## src/rtl/tm_rsenc_ctrl_pkg.sv

```systemverilog
// Shared constants and types for the TM CADU framer: ASM pattern, RS(255,223) lengths, FSM states.
package tm_pkg;
  localparam int unsigned ASM_LEN  = 4;
  localparam int unsigned DATA_LEN = 223;
  localparam int unsigned CODE_LEN = 255;
  localparam int unsigned CADU_LEN = ASM_LEN + CODE_LEN;

  localparam logic [7:0]  FILL_DEF = 8'h55;
  localparam logic [31:0] ASM_WORD = 32'h1ACF_FC1D;

  typedef enum logic [1:0] {
    ST_IDLE,
    ST_ASM,
    ST_CODE
  } state_t;

  // ASM byte idx, most significant byte first on the wire
  function automatic logic [7:0] asm_byte(input logic [1:0] idx);
    logic [31:0] w;
    w = ASM_WORD >> {2'd3 - idx, 3'b000};
    return w[7:0];
  endfunction
endpackage

```

## src/rtl/tm_rsenc_ctrl_if.sv

```systemverilog
// Source, encoder and downlink signals of the CADU framer; master is the framer, slave its environment.
interface tm_rsenc_ctrl_if;
  logic       TICK;
  logic       SRC_AVAIL;
  logic [7:0] SRC_DATA;
  logic       SRC_RD;
  logic       IDLE_EN;
  logic       ENC_START;
  logic       ENC_CLKEN;
  logic [7:0] ENC_DATA;
  logic       ENC_RFS;
  logic       ENC_RFD;
  logic       ENC_RDY;
  logic [7:0] ENC_CODE;
  logic [7:0] TX_DATA;
  logic       TX_VALID;
  logic       TX_SOF;
  logic       UNDERRUN;
  logic       ENC_ERR;
  logic [15:0] FRAME_CNT;

  modport master (
    input  TICK, SRC_AVAIL, SRC_DATA, IDLE_EN, ENC_RFS, ENC_RFD, ENC_RDY, ENC_CODE,
    output SRC_RD, ENC_START, ENC_CLKEN, ENC_DATA, TX_DATA, TX_VALID, TX_SOF,
           UNDERRUN, ENC_ERR, FRAME_CNT
  );

  modport slave (
    output TICK, SRC_AVAIL, SRC_DATA, IDLE_EN, ENC_RFS, ENC_RFD, ENC_RDY, ENC_CODE,
    input  SRC_RD, ENC_START, ENC_CLKEN, ENC_DATA, TX_DATA, TX_VALID, TX_SOF,
           UNDERRUN, ENC_ERR, FRAME_CNT
  );
endinterface

```

## src/rtl/tm_rsenc_ctrl.sv

```systemverilog
// TM CADU framer: ASM + RS(255,223) codeword, one byte per TICK; TX byte registered 1 cycle after its TICK.
// No backpressure: the serializer TICK paces source pops, encoder feed and output alike.
module tm_rsenc_ctrl
  import tm_pkg::*;
#(
  parameter int unsigned ENC_LAT = 2,
  parameter logic [7:0]  FILL    = FILL_DEF
) (
  input  logic            CLK,
  input  logic            NGRST,
  input  logic            RST,
  tm_rsenc_ctrl_if.master bus
);
  localparam logic [8:0] FEED_FIRST = 9'(ASM_LEN - ENC_LAT);
  localparam logic [8:0] K_ASM_LAST = 9'(ASM_LEN - 1);
  localparam logic [8:0] K_LAST     = 9'(CADU_LEN - 1);

  state_t     state, state_nxt;
  logic [8:0] k;
  logic [8:0] feed_off;
  logic       data_frame;
  logic       active, frame_tick, last_tick, decide, go;
  logic       in_feed, enc_start, hs_fault;

  assign active     = (state != ST_IDLE);
  assign frame_tick = bus.TICK && active;
  assign last_tick  = frame_tick && (state == ST_CODE) && (k == K_LAST);
  assign decide     = (bus.TICK && (state == ST_IDLE)) || last_tick;
  assign go         = bus.SRC_AVAIL || bus.IDLE_EN;

  // k below FEED_FIRST wraps to a large offset and so falls outside the window
  assign feed_off  = k - FEED_FIRST;
  assign in_feed   = active && (feed_off < 9'(DATA_LEN));
  assign enc_start = bus.TICK && in_feed && (feed_off == 9'd0);
  assign hs_fault  = (enc_start && !bus.ENC_RFS)
                   || (in_feed && !bus.ENC_RFD)
                   || ((k >= 9'(ASM_LEN)) && !bus.ENC_RDY);

  assign bus.ENC_CLKEN = bus.TICK;
  assign bus.ENC_START = enc_start;
  assign bus.SRC_RD    = bus.TICK && in_feed && data_frame;
  assign bus.ENC_DATA  = !in_feed ? 8'h00 : (data_frame ? bus.SRC_DATA : FILL);

  always_ff @(posedge CLK or negedge NGRST) begin
    if (!NGRST) begin
      state <= ST_IDLE;
    end else if (RST) begin
      state <= ST_IDLE;
    end else begin
      state <= state_nxt;
    end
  end

  always_comb begin
    state_nxt = state;
    case (state)
      ST_IDLE: if (bus.TICK && go) state_nxt = ST_ASM;
      ST_ASM:  if (bus.TICK && (k == K_ASM_LAST)) state_nxt = ST_CODE;
      ST_CODE: if (last_tick) state_nxt = go ? ST_ASM : ST_IDLE;
      default: state_nxt = ST_IDLE;
    endcase
  end

  always_ff @(posedge CLK or negedge NGRST) begin
    if (!NGRST) begin
      k             <= '0;
      data_frame    <= 1'b0;
      bus.TX_DATA   <= 8'h00;
      bus.TX_VALID  <= 1'b0;
      bus.TX_SOF    <= 1'b0;
      bus.UNDERRUN  <= 1'b0;
      bus.ENC_ERR   <= 1'b0;
      bus.FRAME_CNT <= 16'h0000;
    end else if (RST) begin
      k             <= '0;
      data_frame    <= 1'b0;
      bus.TX_DATA   <= 8'h00;
      bus.TX_VALID  <= 1'b0;
      bus.TX_SOF    <= 1'b0;
      bus.UNDERRUN  <= 1'b0;
      bus.ENC_ERR   <= 1'b0;
      bus.FRAME_CNT <= 16'h0000;
    end else begin
      bus.TX_VALID <= frame_tick;
      bus.TX_SOF   <= frame_tick && (k == 9'd0);
      if (frame_tick) begin
        bus.TX_DATA <= (k < 9'(ASM_LEN)) ? asm_byte(k[1:0]) : bus.ENC_CODE;
        k           <= (k == K_LAST) ? 9'd0 : k + 9'd1;
        if (hs_fault) bus.ENC_ERR <= 1'b1;
      end
      if (decide) data_frame <= bus.SRC_AVAIL;
      if (last_tick) begin
        bus.FRAME_CNT <= bus.FRAME_CNT + 16'd1;
        if (!go) bus.UNDERRUN <= 1'b1;
      end
    end
  end
endmodule

```

## src/flat_wrapper.sv

```systemverilog
// flat-port wrapper written by rule: the top's interface ports become plain ports
module tm_rsenc_ctrl_flat import tm_pkg::*;
#(
  parameter int unsigned ENC_LAT = 2,
  parameter logic [7:0]  FILL    = FILL_DEF
)
  (CLK, NGRST, RST, bus_TICK, bus_SRC_AVAIL, bus_SRC_DATA, bus_IDLE_EN, bus_ENC_RFS, bus_ENC_RFD, bus_ENC_RDY, bus_ENC_CODE, bus_SRC_RD, bus_ENC_START, bus_ENC_CLKEN, bus_ENC_DATA, bus_TX_DATA, bus_TX_VALID, bus_TX_SOF, bus_UNDERRUN, bus_ENC_ERR, bus_FRAME_CNT);
  tm_rsenc_ctrl_if bus_i ();
  input  logic CLK;
  input  logic NGRST;
  input  logic RST;
  input wire logic [$bits(bus_i.TICK)-1:0] bus_TICK;
  input wire logic [$bits(bus_i.SRC_AVAIL)-1:0] bus_SRC_AVAIL;
  input wire logic [$bits(bus_i.SRC_DATA)-1:0] bus_SRC_DATA;
  input wire logic [$bits(bus_i.IDLE_EN)-1:0] bus_IDLE_EN;
  input wire logic [$bits(bus_i.ENC_RFS)-1:0] bus_ENC_RFS;
  input wire logic [$bits(bus_i.ENC_RFD)-1:0] bus_ENC_RFD;
  input wire logic [$bits(bus_i.ENC_RDY)-1:0] bus_ENC_RDY;
  input wire logic [$bits(bus_i.ENC_CODE)-1:0] bus_ENC_CODE;
  output wire logic [$bits(bus_i.SRC_RD)-1:0] bus_SRC_RD;
  output wire logic [$bits(bus_i.ENC_START)-1:0] bus_ENC_START;
  output wire logic [$bits(bus_i.ENC_CLKEN)-1:0] bus_ENC_CLKEN;
  output wire logic [$bits(bus_i.ENC_DATA)-1:0] bus_ENC_DATA;
  output wire logic [$bits(bus_i.TX_DATA)-1:0] bus_TX_DATA;
  output wire logic [$bits(bus_i.TX_VALID)-1:0] bus_TX_VALID;
  output wire logic [$bits(bus_i.TX_SOF)-1:0] bus_TX_SOF;
  output wire logic [$bits(bus_i.UNDERRUN)-1:0] bus_UNDERRUN;
  output wire logic [$bits(bus_i.ENC_ERR)-1:0] bus_ENC_ERR;
  output wire logic [$bits(bus_i.FRAME_CNT)-1:0] bus_FRAME_CNT;
  assign bus_i.TICK = bus_TICK;
  assign bus_i.SRC_AVAIL = bus_SRC_AVAIL;
  assign bus_i.SRC_DATA = bus_SRC_DATA;
  assign bus_i.IDLE_EN = bus_IDLE_EN;
  assign bus_i.ENC_RFS = bus_ENC_RFS;
  assign bus_i.ENC_RFD = bus_ENC_RFD;
  assign bus_i.ENC_RDY = bus_ENC_RDY;
  assign bus_i.ENC_CODE = bus_ENC_CODE;
  assign bus_SRC_RD = bus_i.SRC_RD;
  assign bus_ENC_START = bus_i.ENC_START;
  assign bus_ENC_CLKEN = bus_i.ENC_CLKEN;
  assign bus_ENC_DATA = bus_i.ENC_DATA;
  assign bus_TX_DATA = bus_i.TX_DATA;
  assign bus_TX_VALID = bus_i.TX_VALID;
  assign bus_TX_SOF = bus_i.TX_SOF;
  assign bus_UNDERRUN = bus_i.UNDERRUN;
  assign bus_ENC_ERR = bus_i.ENC_ERR;
  assign bus_FRAME_CNT = bus_i.FRAME_CNT;
  tm_rsenc_ctrl #(.ENC_LAT(ENC_LAT), .FILL(FILL)) u_core (.CLK(CLK), .NGRST(NGRST), .RST(RST), .bus(bus_i));
endmodule
```

## config.mk

```make
export PLATFORM = sky130hd
export DESIGN_NAME = tm_rsenc_ctrl_flat
export DESIGN_NICKNAME = d
export VERILOG_FILES = /design/src/rtl/tm_rsenc_ctrl_pkg.sv /design/src/rtl/tm_rsenc_ctrl_if.sv /design/src/rtl/tm_rsenc_ctrl.sv /design/src/flat_wrapper.sv
export SDC_FILE = /design/constraint.sdc
export NUM_CORES = 1
export LEC_CHECK = 0
export CAP_MARGIN = 20
export CELL_PAD_IN_SITES_DETAIL_PLACEMENT = 1
export CELL_PAD_IN_SITES_GLOBAL_PLACEMENT = 1
export CORE_ASPECT_RATIO = 1.25
export CORE_UTILIZATION = 37
export CTS_BUF_LIST = sky130_fd_sc_hd__clkbuf_8
export DETAILED_ROUTE_END_ITERATION = 8
export GPL_ROUTABILITY_DRIVEN = 0
export MAX_ROUTING_LAYER = met4
export PLACE_DENSITY = 0.81
export SYNTH_ARGS = -nofsm -noshare
export SYNTH_HDL_FRONTEND = slang
export SYNTH_SLANG_ARGS = --single-unit
export TNS_END_PERCENT = 30
```

## constraint.sdc

```tcl
create_clock -name CLK -period 3.2 [get_ports CLK]
set_input_delay 0.64 -clock CLK [delete_from_list [all_inputs] [get_ports CLK]]
set_output_delay 0.64 -clock CLK [all_outputs]
set_load 0.05 [all_outputs]
```

# Word-level counts from Yosys, hierarchy flattened
# Index checks and enable logic that the tools add are counted.
[op_classes] n_eq_ne=8 n_shift=1 n_reduce_logical=32 n_addsub=4 n_lt_le_gt_ge=3 n_mux=26
[op_table] cell="8-bit two-way mux" n=5
[op_table] cell="16-bit two-way mux" n=2
[op_table] cell="29-bit by 5-bit right shift with 8-bit output (first input constant)" n=1
[op_table] cell="9-bit two-way mux" n=3
[op_table] cell="9-bit logical NOT" n=2
[op_table] cell="16-bit by 1-bit adder with 16-bit output (second input constant)" n=1
[op_table] cell="1-bit logical AND" n=14
[op_table] cell="1-bit two-way mux" n=11
[op_table] cell="2-bit nonzero test" n=5
[op_table] cell="9-bit by 1-bit adder with 9-bit output (second input constant)" n=1
[op_table] cell="9-bit by 2-bit == test with 1-bit output (second input constant)" n=1
[op_table] cell="9-bit == test (second input constant)" n=1
[op_table] cell="9-bit by 3-bit greater-or-equal comparator with 1-bit output (second input constant)" n=1
[op_table] cell="9-bit by 3-bit < comparator with 1-bit output (second input constant)" n=1
[op_table] cell="9-bit by 8-bit < comparator with 1-bit output (second input constant)" n=1
[op_table] cell="9-bit by 2-bit subtractor with 9-bit output (second input constant)" n=1
[op_table] cell="2-bit two-way mux" n=4
[op_table] cell="3-bit by 2-bit != test with 1-bit output (second input constant)" n=2
[op_table] cell="2-bit one-hot mux with 3 select lines" n=1
[op_table] cell="1-bit logical OR" n=4
[op_table] cell="2-bit AND reduction" n=2
[op_table] cell="1-bit logical NOT" n=3
[op_table] cell="3-bit != test (second input constant)" n=1
[op_table] cell="3-bit AND reduction" n=1
[op_table] cell="5 further kinds" n=5
[word_totals] in_bits=25 word_cells=83 register_bits=40 output_inout_bits=39

# Logic depth before layout (Yosys ltp)
# Gate-level depths: netlist (run 1).
[depth] word_depth=11 depth_mapped=8 depth_no_buf=7

# Worst setup path after synthesis (run 1)
# OpenSTA, ideal clock, no wires.
[synth_path] path_kind="register to output" start="register u_core.k[1]" end="output bus_ENC_DATA[0]" stages_incl_launch_ff=8 setup_slack_ns=-0.178 t_required_ns=2.560 path_buffers=0 arrival_time_ns=2.738 cell_sequence="dfrtp_1 inv_1 ha_1 nor2b_1 a41o_1 a2111oi_0 o221ai_1 a21oi_1"
[synth_between] elab_chain_len=4
[synth_rtl] item="start: declaration" line_no="tm_rsenc_ctrl.sv:19" source="logic [8:0] k;"
[synth_rtl] item="start signal: assignment" line_no="tm_rsenc_ctrl.sv:88" source="k <= (k == K_LAST) ? 9'd0 : k + 9'd1;"
[synth_rtl] item="9-bit by 2-bit subtractor with 9-bit output" line_no="tm_rsenc_ctrl.sv:32" source="assign feed_off = k - FEED_FIRST;"
[synth_rtl] item="9-bit by 8-bit < comparator with 1-bit output" line_no="tm_rsenc_ctrl.sv:33" source="assign in_feed = active && (feed_off < 9'(DATA_LEN));"
[synth_rtl] item="1-bit logical AND" line_no="tm_rsenc_ctrl.sv:33"
[synth_rtl] item="8-bit two-way mux" line_no="tm_rsenc_ctrl.sv:42" source="assign bus.ENC_DATA = !in_feed ? 8'h00 : (data_frame ? bus.SRC_DATA : FILL);"
[synth_rtl] item="end: declaration" line_no="flat_wrapper.sv:23" source="output wire logic [$bits(bus_i.ENC_DATA)-1:0] bus_ENC_DATA;"
# No other way between the ends.

# Worst setup path after layout (run 1)
[layout_path] start="register u_core.k[2]" end="output bus_ENC_DATA[7]"
# Same word-level chain as after synthesis.

==> results.yml, run 1 <==
status:
  run_status: "completed"
pwr:
  p_leak_uw: 0.00148
  swShare_pct: 29.8
  powerDensity_nw_per_um2: 306
  power.share.clock_pct: 33.1
  share_seq_of_total_power_pct: 50.6
  peakVddDrop_v: 0.000199
  p_int_uw: 743
  switchingPower_uw: 315
  p_comb_share_pct: 16.3
placement:
  dpl.hpwl_um: 5260
  portBuffers: 63
  place_ws_ns: -0.0124
layout:
  regArea_um2: 1000
  fin_nets: 369
  areaGrowthSynthToFinish_pct: 43.5
  final_common_cell: "clkdlybuf4s50_1"
  fillers: 724
  multi_input_area_um2: 1400
  utilization_pct: 55.4
  antenna_cells: 0
  final_cell_mix: "52 x clkdlybuf4s50_1, 40 x dfrtp_1, 28 x nor2_1"
  drive_above_1_share_pct: 18.7
critical_path:
  worst_setup_path_start_kind: "flop"
  critPathArrivalTime_ns: 2.49
  end_kind: "output pin"
  cp_max_fo: 9
  crit_required_ns: 2.56
  crit_type: "flop to output pin"
cts:
  clk_path_buf_depth: 2
  cts_hold_buf: 0
  h-tree-depth: 2
  clk_pin_slew_ns: 0.09
  cts_tree: "yes"
  cts_inserted_buffers: 5
  clk_latency_ns: 0.30
  cts.sinks: 40
  clockRootBuffer: "clkbuf_8"
synthesis:
  syn_inst: 268
  synth_ff_type: "dfrtp_1"
  ys_seq_area_share_pct: 41.5
  syn-num-nets: 301
  synth_area_leader_cell: "dfrtp_1"
  synth_cell_type_count: 50
  ys_top_cells_by_area: "dfrtp_1 42%, nor2_1 4.4%, ha_1 4.2%, o21ai_0 3.9%, nand2_1 3.6%"
  yosys.area.top_type_share_pct: 41.5
  postSynth.asyncResetShare_pct: 100
  yosys_register_bits: 40
  syn_area_um2: 2410
  avgSynthCellArea_um2: 8.99
  synth-edff-count: 0
  yosys_warnings: 0
sta:
  post-route-period-util_pct: 97.9
  skew_ns: 0.00659
  finalHoldViolations: 0
  final-setup-viol-count: 0
  fin_tns_setup_ns: 0
  worst_slack_ns: 0.0682
  min_period_ns: 3.13
  slew_viol_final: 0
  rsz0062_at_grt: "true"
  whs_ns: 0.461
  max_freq_mhz: 319
  max_slew.worst_pin.slew_ns: 0.912
  slew_headroom_pct: 39.2
grt:
  grt_use_total_pct: 23.3
  antenna_found_initial: 0
  grt_overflow: 0
  grt_pass1_vias: 2448
  grt_pass1_wl_um: 11900
  grt_max_degree: 41
route:
  drc: 0
  drt_iter0_markers: 93
  routed_wire_length_per_instance_um: 17.2
  viasPerCell: 5.45
  drt_wl_total_um: 7270
  vias: 2299
  drtAntennaViolNets: 0
  first_pass_iters: 4
run:
  max_cap_viol_count: 0
floorplan:
  ios: 64
  num_rows: 32
  die_h_um: 92.2
  coreArea_um2: 6250
  dieWidth_um: 74.2
  dieArea_um2: 6840
  initial_core_util_pct: 38.6
min_path:
  hp-class: "input pin to asynchronous set/reset pin"
==> flip-flops by register name, summed over array words and instances (netlist names) <==
signal                flops
u_core.state              2
u_core.bus.TX_VALID       1
u_core.bus.TX_SOF         1
u_core.bus.FRAME_CNT     16
u_core.k                  9
u_core.bus.TX_DATA        8
u_core.data_frame         1
u_core.bus.ENC_ERR        1
u_core.bus.UNDERRUN       1
==> cell families (layout without fill, tap and decap cells) <==
family	count (synthesis)	in the layout	synth area share (%)
xor gates and xnor gates	13	13	4.72
and+or+nand+nor	119	119	27.4
buffers and inverters	25	94	4.67
AOI/OAI and AO/OA	54	54	13.8
muxes	9	9	3.79
adders and majority gates	8	8	4.15
DFF	40	40	41.5
==> per-stage QoR <==
stage / total power (uW) / std cells / instance area (um^2)
after CTS: 1070 / 422 / 3390
final: 1060 / 422 / 3460
after global routing: 1110 / 422 / 3460
after global placement: 706 / 412 / 3250
after detailed placement: 710 / 412 / 3250
after floorplan: 625 / 268 / 2410
==> power groups by stage <==
| stage | sequential (uW) | clock (uW) | combinational [uW] |
|---|---|---|---|
| final | 536 | 350 | 172 |
| after global routing | 539 | 380 | 188 |
| after detailed placement | 543 | 0 | 166 |
| after global placement | 543 | 0 | 163 |
| after floorplan | 563 | 0 | 62.3 |
| after CTS | 534 | 362 | 170 |
==> worst max-delay path, stage by stage (launching register included) <==
cell       delay [ns]
dfrtp_1          0.41
inv_2            0.08
ha_4             0.18
nor2b_1          0.13
a41o_1           0.26
a2111oi_2        0.36
buf_4            0.19
o221a_4          0.22
and3_1           0.21
buf_12           0.15
==> synth_stat cells (2+ instances only) <==
library cell	instances
buf_6	2
nand2_1	23
dfrtp_1	40
nor3_1	12
or4_1	3
o21ai_0	19
xnor2_1	5
nor2_1	28
and2_1	3
and3_1	10
nand4_1	6
nand3b_1	3
or3_2	2
a211oi_1	2
a22o_1	4
or2_2	3
ha_1	8
or3_1	4
or3b_2	2
mux2i_1	8
inv_1	10
xor2_1	8
clkbuf_1	12
nor3b_1	2
and4_1	2
nand3_1	7
a21oi_1	17
==> path summary, 6_finish.rpt <==
check	start	to	slack (ns)	cells after the start
max	u_core.k[2]	bus_ENC_DATA[7]	0.07	9
min	NGRST	u_core.bus.FRAME_CNT[4]	0.46	1
max reg2reg	u_core.k[4]	u_core.bus.FRAME_CNT[11]	0.83	5
min reg2reg	u_core.bus.TX_DATA[1]	u_core.bus.TX_DATA[1]	0.50	2
max in group asynchronous	NGRST	u_core.bus.FRAME_CNT[11]	2.17	1
min in group CLK	u_core.bus.TX_DATA[1]	u_core.bus.TX_DATA[1]	0.50	2
==> per-layer routing <==
metal | vias up | track usage (%) | wire length (um)
met5 | - | - | 0
met2 | 44 | 41.4 | 4120
met1 | 1158 | 26.4 | 2860
met3 | 10 | 3.41 | 205
li1 | 1087 | - | -
met4 | 0 | 6.89 | 88
==> final cells by class <==
class	count	share of cell area [%]
inverters	10	1.09
clock buffers	5	1.99
repair buffers	76	23.8
multi-input cells	203	40.6
well taps	85	3.08
clock inverters	3	0.543
flip-flops and latches	40	28.9
==> repair_timing <==
item	CTS	global route
resized for setup	9	12
cloned	0	0
hold endpoints to repair	0	0
buffers inserted	2	0
setup endpoints to repair	9	9
(Power assumes the default switching activity.)
==> run 2: changes to the inputs <==
--- a/config.mk
+++ b/config.mk
@@ -5,7 +5,7 @@
 export SDC_FILE = /design/constraint.sdc
 export NUM_CORES = 1
 export LEC_CHECK = 0
-export CAP_MARGIN = 20
+export CAP_MARGIN = 10
 export CELL_PAD_IN_SITES_DETAIL_PLACEMENT = 1
 export CELL_PAD_IN_SITES_GLOBAL_PLACEMENT = 1
 export CORE_ASPECT_RATIO = 1.25
==> results of run 2 <==
Same layout as run 1: the final DEF is identical, and so are final timing and power.
==> run 3: changes to the inputs <==
--- a/config.mk
+++ b/config.mk
@@ -5,6 +5,7 @@
 export SDC_FILE = /design/constraint.sdc
 export NUM_CORES = 1
 export LEC_CHECK = 0
+export ABC_AREA = 0
 export CAP_MARGIN = 10
 export CELL_PAD_IN_SITES_DETAIL_PLACEMENT = 1
 export CELL_PAD_IN_SITES_GLOBAL_PLACEMENT = 1
==> results of run 3 <==
Same layout as run 1: the final DEF is identical, and so are final timing and power.
